### config.mk
export PLATFORM = sky130hd
export DESIGN_NAME = alu_sequencer
export DESIGN_NICKNAME = d
export VERILOG_FILES = /design/src/rtl/alu_seq_pkg.sv /design/src/rtl/alu_seq_fifo.sv /design/src/rtl/alu_sequencer.sv
export SDC_FILE = /design/constraint.sdc
export NUM_CORES = 1
export LEC_CHECK = 0
export BUFFER_PORTS_ARGS = -buffer_cell sky130_fd_sc_hd__buf_2
export CAP_MARGIN = 20
export CORE_ASPECT_RATIO = 0.75
export CORE_UTILIZATION = 45
export DETAILED_ROUTE_END_ITERATION = 12
export PLACE_DENSITY = 0.66
export SLEW_MARGIN = 15
export SYNTH_ARGS = -nofsm -noshare
export SYNTH_HDL_FRONTEND = slang
export SYNTH_SLANG_ARGS = --single-unit
### constraint.sdc
create_clock -name clk -period 4 [get_ports clk]
set_input_delay 0.6 -clock clk [delete_from_list [all_inputs] [get_ports clk]]
set_output_delay 0.6 -clock clk [all_outputs]
set_load 0.05 [all_outputs]
### src/rtl/alu_seq_pkg.sv
`default_nettype none
// ============================================================================
// Module      : alu_seq_pkg
// Description : Shared widths, FSM state encoding and command record for the
//               ALU sequencer.
// Revision    : 1.0 - initial release
// ============================================================================
package alu_seq_pkg;

    localparam int OPND_W = 16;
    localparam int OPC_W  = 3;

    typedef enum logic [1:0] {
        ST_IDLE   = 2'd0,
        ST_SETTLE = 2'd1,
        ST_HOLD   = 2'd2
    } state_t;

    typedef struct packed {
        logic [OPND_W-1:0] a;
        logic [OPND_W-1:0] b;
        logic              c;
        logic [OPC_W-1:0]  opc;
    } cmd_t;

    localparam int CMD_W = $bits(cmd_t);

endpackage
`default_nettype wire

### src/rtl/alu_seq_fifo.sv
`default_nettype none
// ============================================================================
// Module      : alu_seq_fifo
// Description : Command FIFO, DEPTH entries (power of two) of WIDTH bits.
//               Full FIFO refuses pushes even when a pop happens in the
//               same cycle.
// Revision    : 1.0 - initial release
// ============================================================================
module alu_seq_fifo #(
    parameter int DEPTH = 4,
    parameter int WIDTH = 36
) (
    input  logic             clk,
    input  logic             rst,
    input  logic             i_push,
    input  logic [WIDTH-1:0] i_data,
    input  logic             i_pop,
    output logic [WIDTH-1:0] o_data,
    output logic             o_full,
    output logic             o_empty
);

    localparam int AW = $clog2(DEPTH);

    logic [WIDTH-1:0] r_mem [DEPTH];
    logic [AW-1:0]    r_wr_ptr;
    logic [AW-1:0]    r_rd_ptr;
    logic [AW:0]      r_count;
    logic             w_push_ok;
    logic             w_pop_ok;

    assign o_full    = (r_count == (AW+1)'(DEPTH));
    assign o_empty   = (r_count == '0);
    assign w_push_ok = i_push & ~o_full;
    assign w_pop_ok  = i_pop & ~o_empty;
    assign o_data    = r_mem[r_rd_ptr];

    // Pointer and occupancy tracking; pointers wrap naturally at DEPTH.
    always_ff @(posedge clk or posedge rst) begin
        if (rst) begin
            r_wr_ptr <= '0;
            r_rd_ptr <= '0;
            r_count  <= '0;
        end else begin
            if (w_push_ok) begin
                r_wr_ptr <= r_wr_ptr + 1'b1;
            end
            if (w_pop_ok) begin
                r_rd_ptr <= r_rd_ptr + 1'b1;
            end
            case ({w_push_ok, w_pop_ok})
                2'b10:   r_count <= r_count + 1'b1;
                2'b01:   r_count <= r_count - 1'b1;
                default: r_count <= r_count;
            endcase
        end
    end

    // Storage array; contents are don't-care while the FIFO is empty.
    always_ff @(posedge clk) begin
        if (w_push_ok) begin
            r_mem[r_wr_ptr] <= i_data;
        end
    end

endmodule
`default_nettype wire

### src/rtl/alu_sequencer.sv
`default_nettype none
// ============================================================================
// Module      : alu_sequencer
// Description : Queues ALU commands, presents each to an external
//               combinational ALU for SETTLE cycles, captures the result and
//               holds it until the consumer accepts it.
//               Optional feature macro: ALU_SEQ_STICKY_EN (sticky flags).
// Revision    : 1.0 - initial release
// ============================================================================
module alu_sequencer
    import alu_seq_pkg::*;
#(
    parameter int DEPTH  = 4,
    parameter int SETTLE = 1
) (
    input  logic              clk,
    input  logic              rst,
    input  logic [OPND_W-1:0] cmd_a,
    input  logic [OPND_W-1:0] cmd_b,
    input  logic              cmd_c,
    input  logic [OPC_W-1:0]  cmd_opc,
    input  logic              cmd_valid,
    output logic              cmd_ready,
    output logic [OPND_W-1:0] alu_a,
    output logic [OPND_W-1:0] alu_b,
    output logic              alu_c,
    output logic [OPC_W-1:0]  alu_opc,
    input  logic [OPND_W-1:0] alu_w,
    input  logic              alu_zer,
    input  logic              alu_neg,
    output logic [OPND_W-1:0] res_w,
    output logic              res_zer,
    output logic              res_neg,
    output logic              res_valid,
    input  logic              res_ready,
    output logic              busy,
    output logic [15:0]       op_count,
    output logic              sticky_zer,
    output logic              sticky_neg,
    input  logic              clr_sticky
);

    localparam int             CNT_W       = $clog2(SETTLE + 1);
    localparam logic [CNT_W-1:0] SETTLE_INIT = CNT_W'(SETTLE);

    cmd_t              w_cmd_in;
    cmd_t              w_head;
    logic [CMD_W-1:0]  w_head_bits;
    logic              w_full;
    logic              w_empty;
    logic              w_push;
    logic              w_pop;
    logic              w_capture;
    logic              w_ack;
    state_t            r_state;
    state_t            w_state_nxt;
    logic [CNT_W-1:0]  r_cnt;
    cmd_t              r_alu;
    logic [OPND_W-1:0] r_res_w;
    logic              r_res_zer;
    logic              r_res_neg;
    logic              r_res_valid;
    logic [15:0]       r_op_count;

    assign w_cmd_in = '{a: cmd_a, b: cmd_b, c: cmd_c, opc: cmd_opc};
    assign w_push   = cmd_valid & ~w_full;
    assign w_head   = cmd_t'(w_head_bits);

    alu_seq_fifo #(
        .DEPTH (DEPTH),
        .WIDTH (CMD_W)
    ) u_fifo (
        .clk     (clk),
        .rst     (rst),
        .i_push  (w_push),
        .i_data  (w_cmd_in),
        .i_pop   (w_pop),
        .o_data  (w_head_bits),
        .o_full  (w_full),
        .o_empty (w_empty)
    );

    // FSM state register.
    always_ff @(posedge clk or posedge rst) begin
        if (rst) begin
            r_state <= ST_IDLE;
        end else begin
            r_state <= w_state_nxt;
        end
    end

    // Next-state decode and per-cycle control strobes.
    always_comb begin
        w_state_nxt = r_state;
        w_pop       = 1'b0;
        w_capture   = 1'b0;
        w_ack       = 1'b0;
        case (r_state)
            ST_IDLE: begin
                if (!w_empty) begin
                    w_pop       = 1'b1;
                    w_state_nxt = ST_SETTLE;
                end
            end
            ST_SETTLE: begin
                if (r_cnt == CNT_W'(1)) begin
                    w_capture   = 1'b1;
                    w_state_nxt = ST_HOLD;
                end
            end
            ST_HOLD: begin
                if (res_ready) begin
                    w_ack       = 1'b1;
                    w_state_nxt = ST_IDLE;
                end
            end
            default: begin
                w_state_nxt = ST_IDLE;
            end
        endcase
    end

    // Operand registers and settle counter; operands change only on a pop.
    always_ff @(posedge clk or posedge rst) begin
        if (rst) begin
            r_alu <= '0;
            r_cnt <= '0;
        end else if (w_pop) begin
            r_alu <= w_head;
            r_cnt <= SETTLE_INIT;
        end else if (r_state == ST_SETTLE) begin
            r_cnt <= r_cnt - 1'b1;
        end
    end

    // Result capture, result handshake and completion counter.
    always_ff @(posedge clk or posedge rst) begin
        if (rst) begin
            r_res_w     <= '0;
            r_res_zer   <= 1'b0;
            r_res_neg   <= 1'b0;
            r_res_valid <= 1'b0;
            r_op_count  <= '0;
        end else begin
            if (w_capture) begin
                r_res_w     <= alu_w;
                r_res_zer   <= alu_zer;
                r_res_neg   <= alu_neg;
                r_res_valid <= 1'b1;
            end else if (w_ack) begin
                r_res_valid <= 1'b0;
                r_op_count  <= r_op_count + 16'd1;
            end
        end
    end

`ifdef ALU_SEQ_STICKY_EN
    logic r_sticky_zer;
    logic r_sticky_neg;

    // Sticky flags accumulate each capture; a capture outranks a clear.
    always_ff @(posedge clk or posedge rst) begin
        if (rst) begin
            r_sticky_zer <= 1'b0;
            r_sticky_neg <= 1'b0;
        end else if (w_capture) begin
            r_sticky_zer <= r_sticky_zer | alu_zer;
            r_sticky_neg <= r_sticky_neg | alu_neg;
        end else if (clr_sticky) begin
            r_sticky_zer <= 1'b0;
            r_sticky_neg <= 1'b0;
        end
    end

    assign sticky_zer = r_sticky_zer;
    assign sticky_neg = r_sticky_neg;
`else
    logic w_unused_clr_sticky;

    assign w_unused_clr_sticky = clr_sticky;
    assign sticky_zer          = 1'b0;
    assign sticky_neg          = 1'b0;
`endif

    assign cmd_ready = ~w_full;
    assign busy      = (r_state != ST_IDLE) | ~w_empty;
    assign alu_a     = r_alu.a;
    assign alu_b     = r_alu.b;
    assign alu_c     = r_alu.c;
    assign alu_opc   = r_alu.opc;
    assign res_w     = r_res_w;
    assign res_zer   = r_res_zer;
    assign res_neg   = r_res_neg;
    assign res_valid = r_res_valid;
    assign op_count  = r_op_count;

endmodule
`default_nettype wire

# Yosys cells after proc, flatten, opt, wreduce, memory -nomap -nowiden
# Memory sizes are Yosys's and may differ from the RTL's. A register that Yosys moved wholly into a read port is not among the register bits.
# Index checks and enable logic that the tools add are counted.
# op_classes
n_addsub,6
eq_ne,8
n_mux,17
n_bitwise,7
n_reduce_logical,8
# ops
op,n
$add A16 B1 Y16 const B,1
$mux W1,12
$reduce_bool A2 Y1,4
$mux W2,3
$ne A2 B2 Y1 const B,3
$pmux W2 S3,1
$pmux W3 S2,1
$add A2 B1 Y2 const B,2
$eq A2 B1 Y1 const B,2
$eq A2 B2 Y1 const B,2
$add A3 B1 Y3 const B,1
$and A1 B1 Y1,3
$eq A3 B3 Y1 const B,1
$logic_not A3 Y1,1
$not A1 Y1,3
$reduce_and A3 Y1,1
$sub A3 B1 Y3 const B,1
$logic_not A2 Y1,1
$reduce_and A2 Y1,1
$or A1 B1 Y1,1
$sub A1 B1 Y1 const B,1
# word_totals
reg_bits,45
mem_bits_rw,144
input_bits,59
out_inout_bits,75
word_cells,57
memories,1
# memory_table
name,words,width,rd,rd_clocked_by_memory_dff,write_ports,line,source
u_fifo.r_mem,4,36,1,1,1,alu_seq_fifo.sv:25,logic [WIDTH-1:0] r_mem [DEPTH];

# Logic depth before layout (Yosys ltp)
# logic_depth
word_depth,6
depth_mapped,10
depth_no_buf,10

# Hierarchy
# A second synthesis with hierarchy kept.
# unflattened
cells_unflattened,427
area_unflattened_um2,8574.5
# modules_own_cells
module,n_inst,cells_per_inst,area_per_inst_um2,seq_area_each_um2
alu_seq_fifo,1,226,5639.2,4499.3
alu_sequencer,1,201,2935.3,1851.8

# Worst setup path before layout
# OpenSTA, ideal clock, no wires.
# synth_timing
path_kind,flip-flop to flip-flop
startpoint,reg u_fifo.r_count[1]
endpoint,reg u_fifo.r_count[2]
setup_ps,79
t_arrival_ps,2370
required_ps,3921
slack_ps,1551
path_stages_with_launch,11
path_buffers,0
period_less_slack_ps,2449
path_cell_list,dfrtp_1 inv_1 nand3_1 and2_1 inv_1 ha_1 inv_1 fa_1 xor2_1 nor2_1 xor2_1
# synth_via
elab_chain_cells,6
word_cells_on_any_way,15
cone_classes,add/sub (2); eq/ne (3); mux (3); bitwise (5); reduce/logical (2)
# synth_rtl
element,line,source
from (decl),alu_seq_fifo.sv:28,logic [AW:0] r_count;
from (signal assigned),alu_seq_fifo.sv:52,2'b10: r_count <= r_count + 1'b1;
from (signal assigned),alu_seq_fifo.sv:53,2'b01: r_count <= r_count - 1'b1;
from (signal assigned),alu_seq_fifo.sv:54,default: r_count <= r_count;
$eq A3 B3 Y1 (*),alu_seq_fifo.sv:32,assign o_full = (r_count == (AW+1)'(DEPTH));
$not A1 Y1 (*),--,
net cmd_ready,alu_sequencer.sv:23,"output logic cmd_ready,"
$and A1 B1 Y1,alu_sequencer.sv:66,assign w_push = cmd_valid & ~w_full;
$and A1 B1 Y1 (*),alu_seq_fifo.sv:34,assign w_push_ok = i_push & ~o_full;
$eq A2 B1 Y1 or $eq A2 B2 Y1 (tied branches),alu_seq_fifo.sv:51,"case ({w_push_ok, w_pop_ok})"
$pmux W3 S2 or $reduce_bool A2 Y1 (tied branches),--,
# Mark *: on every way through the listed nets, which the timed path passes. The rest lies on a longest branch.
# A chain may end at the register's enable or synchronous reset.

# Final worst setup path
# layout_timing
startpoint,reg u_fifo.r_count[0]
endpoint,reg u_fifo.r_count[2]
# layout_via
elab_chain_cells,6
word_cells_on_any_way,15
cone_classes,add/sub (2); eq/ne (3); mux (3); bitwise (5); reduce/logical (2)
# layout_rtl
element,line
$logic_not A3 Y1 or $eq A3 B3 Y1 (tied branches),"alu_seq_fifo.sv:33, alu_seq_fifo.sv:32"
$mux W1 or $not A1 Y1 (tied branches),"alu_sequencer.sv:100, alu_seq_fifo.sv:34, alu_sequencer.sv:66"
$mux W1 or $and A1 B1 Y1 (tied branches),"alu_sequencer.sv:98, alu_sequencer.sv:66"
"$and A1 B1 Y1, on equally long branches","alu_seq_fifo.sv:35, alu_seq_fifo.sv:34"
$eq A2 B1 Y1 or $eq A2 B2 Y1 (tied branches),alu_seq_fifo.sv:51
$pmux W3 S2 or $reduce_bool A2 Y1 (tied branches),--
# Several ways; a longest one is shown, not always the timed one.

==> flow_summary.ini <==
[logic_synthesis]
syn-cell-area_um2 = 8630
synthAdderAreaFrac_pct = 1.10
avgSynthCellArea_um2 = 20.5
synth_edf_count = 144
synth_compound_area_share_pct = 0.290
synthMuxAreaShare_pct = 17.9
ys_ff_latch = 225
syn_inst = 422
yosysSeqAreaShare_pct = 73.6
synth-simple-area-share_pct = 2.88
async_flop_share_pct = 36.0
synthFlopType = edfxtp_1
synth_top_family_by_area = multiplexers
synthDistinctLibCells = 35
synthXorXnorAreaFrac_pct = 2.23
synth_warnings = 0

[drt]
dr.pass1.iters = 4
final_antenna_net_count = 0
dr_total_vias = 4165
first_iter_violations = 214
post_drt_wl_per_cell_um = 18.2
drc = 0
wl_um = 15100
vias_per_cell = 5.01

[clock_tree]
clockBufferDepth = 3
clock-sinks = 225
hold_buffers = 0
cts-root-buf = clkbuf_16
path_clk_slew_ns = 0.06
ctsResizeCount = 0
post_cts_buffers = 0
htreeDepth = 1
cts_tree = built
cts_buffers = 23
insertion_delay_ns = 0.50

[timing]
slew_viol_final = 0
min_period_ns = 2.15
post-route-period-util_pct = 53.7
fin_skew_ns = 0.0185
max_freq_mhz = 466
finalSetupViolCount = 0
fin_hold_ws_ns = 0.187
rsz0062_at_grt = false
tns_ns = 0
tightestPinTransition_ns = 1.03
hold_viol = 0
slew_headroom_pct = 31.6

[finish]
finalNonFillerCells = 831
final_cell_mix = edfxtp_1 (144), buf_2 (130), dfrtp_1 (79)
drive_gt1_share_pct = 43.6
final_net_count = 633
design_area_um2 = 10200
syn2layout_area_growth_pct = 18.0
layout_commonest_cell = edfxtp_1

[setup_path]
start_kind = flip-flop
crit_arrival_ns = 2.57
required_ns = 4.42
cp_max_fo = 6
crit_type = reg -> reg
end_kind = flip-flop

[hold_path]
min_path_type = in -> async

[placed_design]
place_inst = 788
place.gp.congestion = 0.708
placed_cell_area_um2 = 9500
dpl.hpwl_um = 8820
port_buffers = 130

[global_route]
grt_pass1_wl_um = 23400
grt_overflow = 0
first_global_vias = 4327
grt_antenna_before_repair = 1
grtUsageTotal_pct = 15.8
grt_max_degree = 45

[power]
p_leak_nw = 4.01
power_mw = 8.92
p_per_area_nw_per_um2 = 876
ir_drop_v = 0.000476

[floorplanning]
dieWidth_um = 162
placementRows = 43
die-area_um2 = 19700
die_h_um = 122
io_pins = 134
core_area_um2 = 18600
start_util_pct = 46.4

[job]
drv_cap = 0

[status]
status = completed
state kept, by name (all words and copies together) (netlist names), 2 cells and up:
signal,cells
alu_a,16
u_fifo.r_rd_ptr,2
u_fifo.r_wr_ptr,2
alu_b,16
res_w,16
alu_opc,3
r_state,2
u_fifo.r_count,3
op_count,16
u_fifo.r_mem,144
metrics by stage:
step	setup WS, ns	utilization (%)
global route	1.74	54.7
global placement	1.93	51.0
finish	1.85	54.7
detailed placement	1.91	51.0
floorplan	1.32	-
CTS	1.89	54.6
metal layers:
metal | track usage, % | part of all wire, % | wire (um)
met1 | 21.0 | 44 | 6670
met2 | 26.4 | 49 | 7430
met3 | 3.92 | 5.2 | 790
met4 | 3.66 | 1.6 | 248
met5 | 0 | 0 | 0
kinds of logic (layout without fill, tap and decap cells):
group                      Yosys count  in the layout
AOI/OAI and AO/OA                    5              5
xor gates and xnor gates            22             22
adders and majority gates            7              7
buffers and inverters               25            185
DFF                                225            225
muxes                               92             92
other                                1              3
and+or+nand+nor                     45             45
power breakdown:
group / leakage, nW / internal (mW) / switching [mW]
logic: 1.40 / 1.35 / 2.04
registers: 2.29 / 3.19 / 0.416
clock network: 0.320 / 1.11 / 0.813
total: 4.01 / 5.65 / 3.27
cells in the mapped netlist, types with 4 or more instances:
library cell / count / share of area, %
mux2_4: 28 / 4.9
nand4_1: 6 / 0.43
buf_4: 4 / 0.35
nor2_1: 6 / 0.26
dfrtp_1: 81 / 23
and3_1: 6 / 0.43
nand2_1: 12 / 0.52
xnor2_1: 17 / 1.7
o21ai_0: 4 / 0.23
xor2_1: 5 / 0.51
mux2_1: 9 / 1.2
edfxtp_1: 144 / 50
buf_2: 5 / 0.29
mux4_2: 36 / 9.4
inv_1: 8 / 0.35
ha_1: 6 / 0.87
mux2_2: 18 / 2.3
critical path, stage by stage (launching register included):
cell and delay, ns:
dfrtp_1 0.41, inv_1 0.11, nand3_1 0.17, and2_1 0.26
inv_1 0.07, ha_1 0.18, inv_1 0.06, fa_1 0.37
xor2_1 0.17, nor2_1 0.11, xor2_1 0.16
cell type report:
| cell class | instances | area, um^2 |
|---|---|---|
| fill | 1505 | 8430 |
| sequential | 225 | 6350 |
| multi-input combinational | 173 | 2120 |
| timing repair buffer | 135 | 701 |
| clock buffer | 40 | 659 |
| tap | 247 | 309 |
| inverter | 9 | 36.3 |
| clock inverter | 1 | 8.76 |
| antenna | 1 | 2.50 |
path summary, 6_finish.rpt:
check	endpoint	slack (ns)	from	cells past startpoint
setup / recovery	u_fifo.r_count[2]	1.85	u_fifo.r_count[0]	10
hold / removal	u_fifo.r_wr_ptr[0]	0.19	rst	2
setup reg to reg	u_fifo.r_count[2]	1.85	u_fifo.r_count[0]	10
hold reg to reg	op_count[15]	0.48	op_count[15]	1
max in group asynchronous	op_count[11]	2.87	rst	3
min in group clk	res_w[3]	0.31	alu_w[3]	2
(Power assumes the default switching activity.)
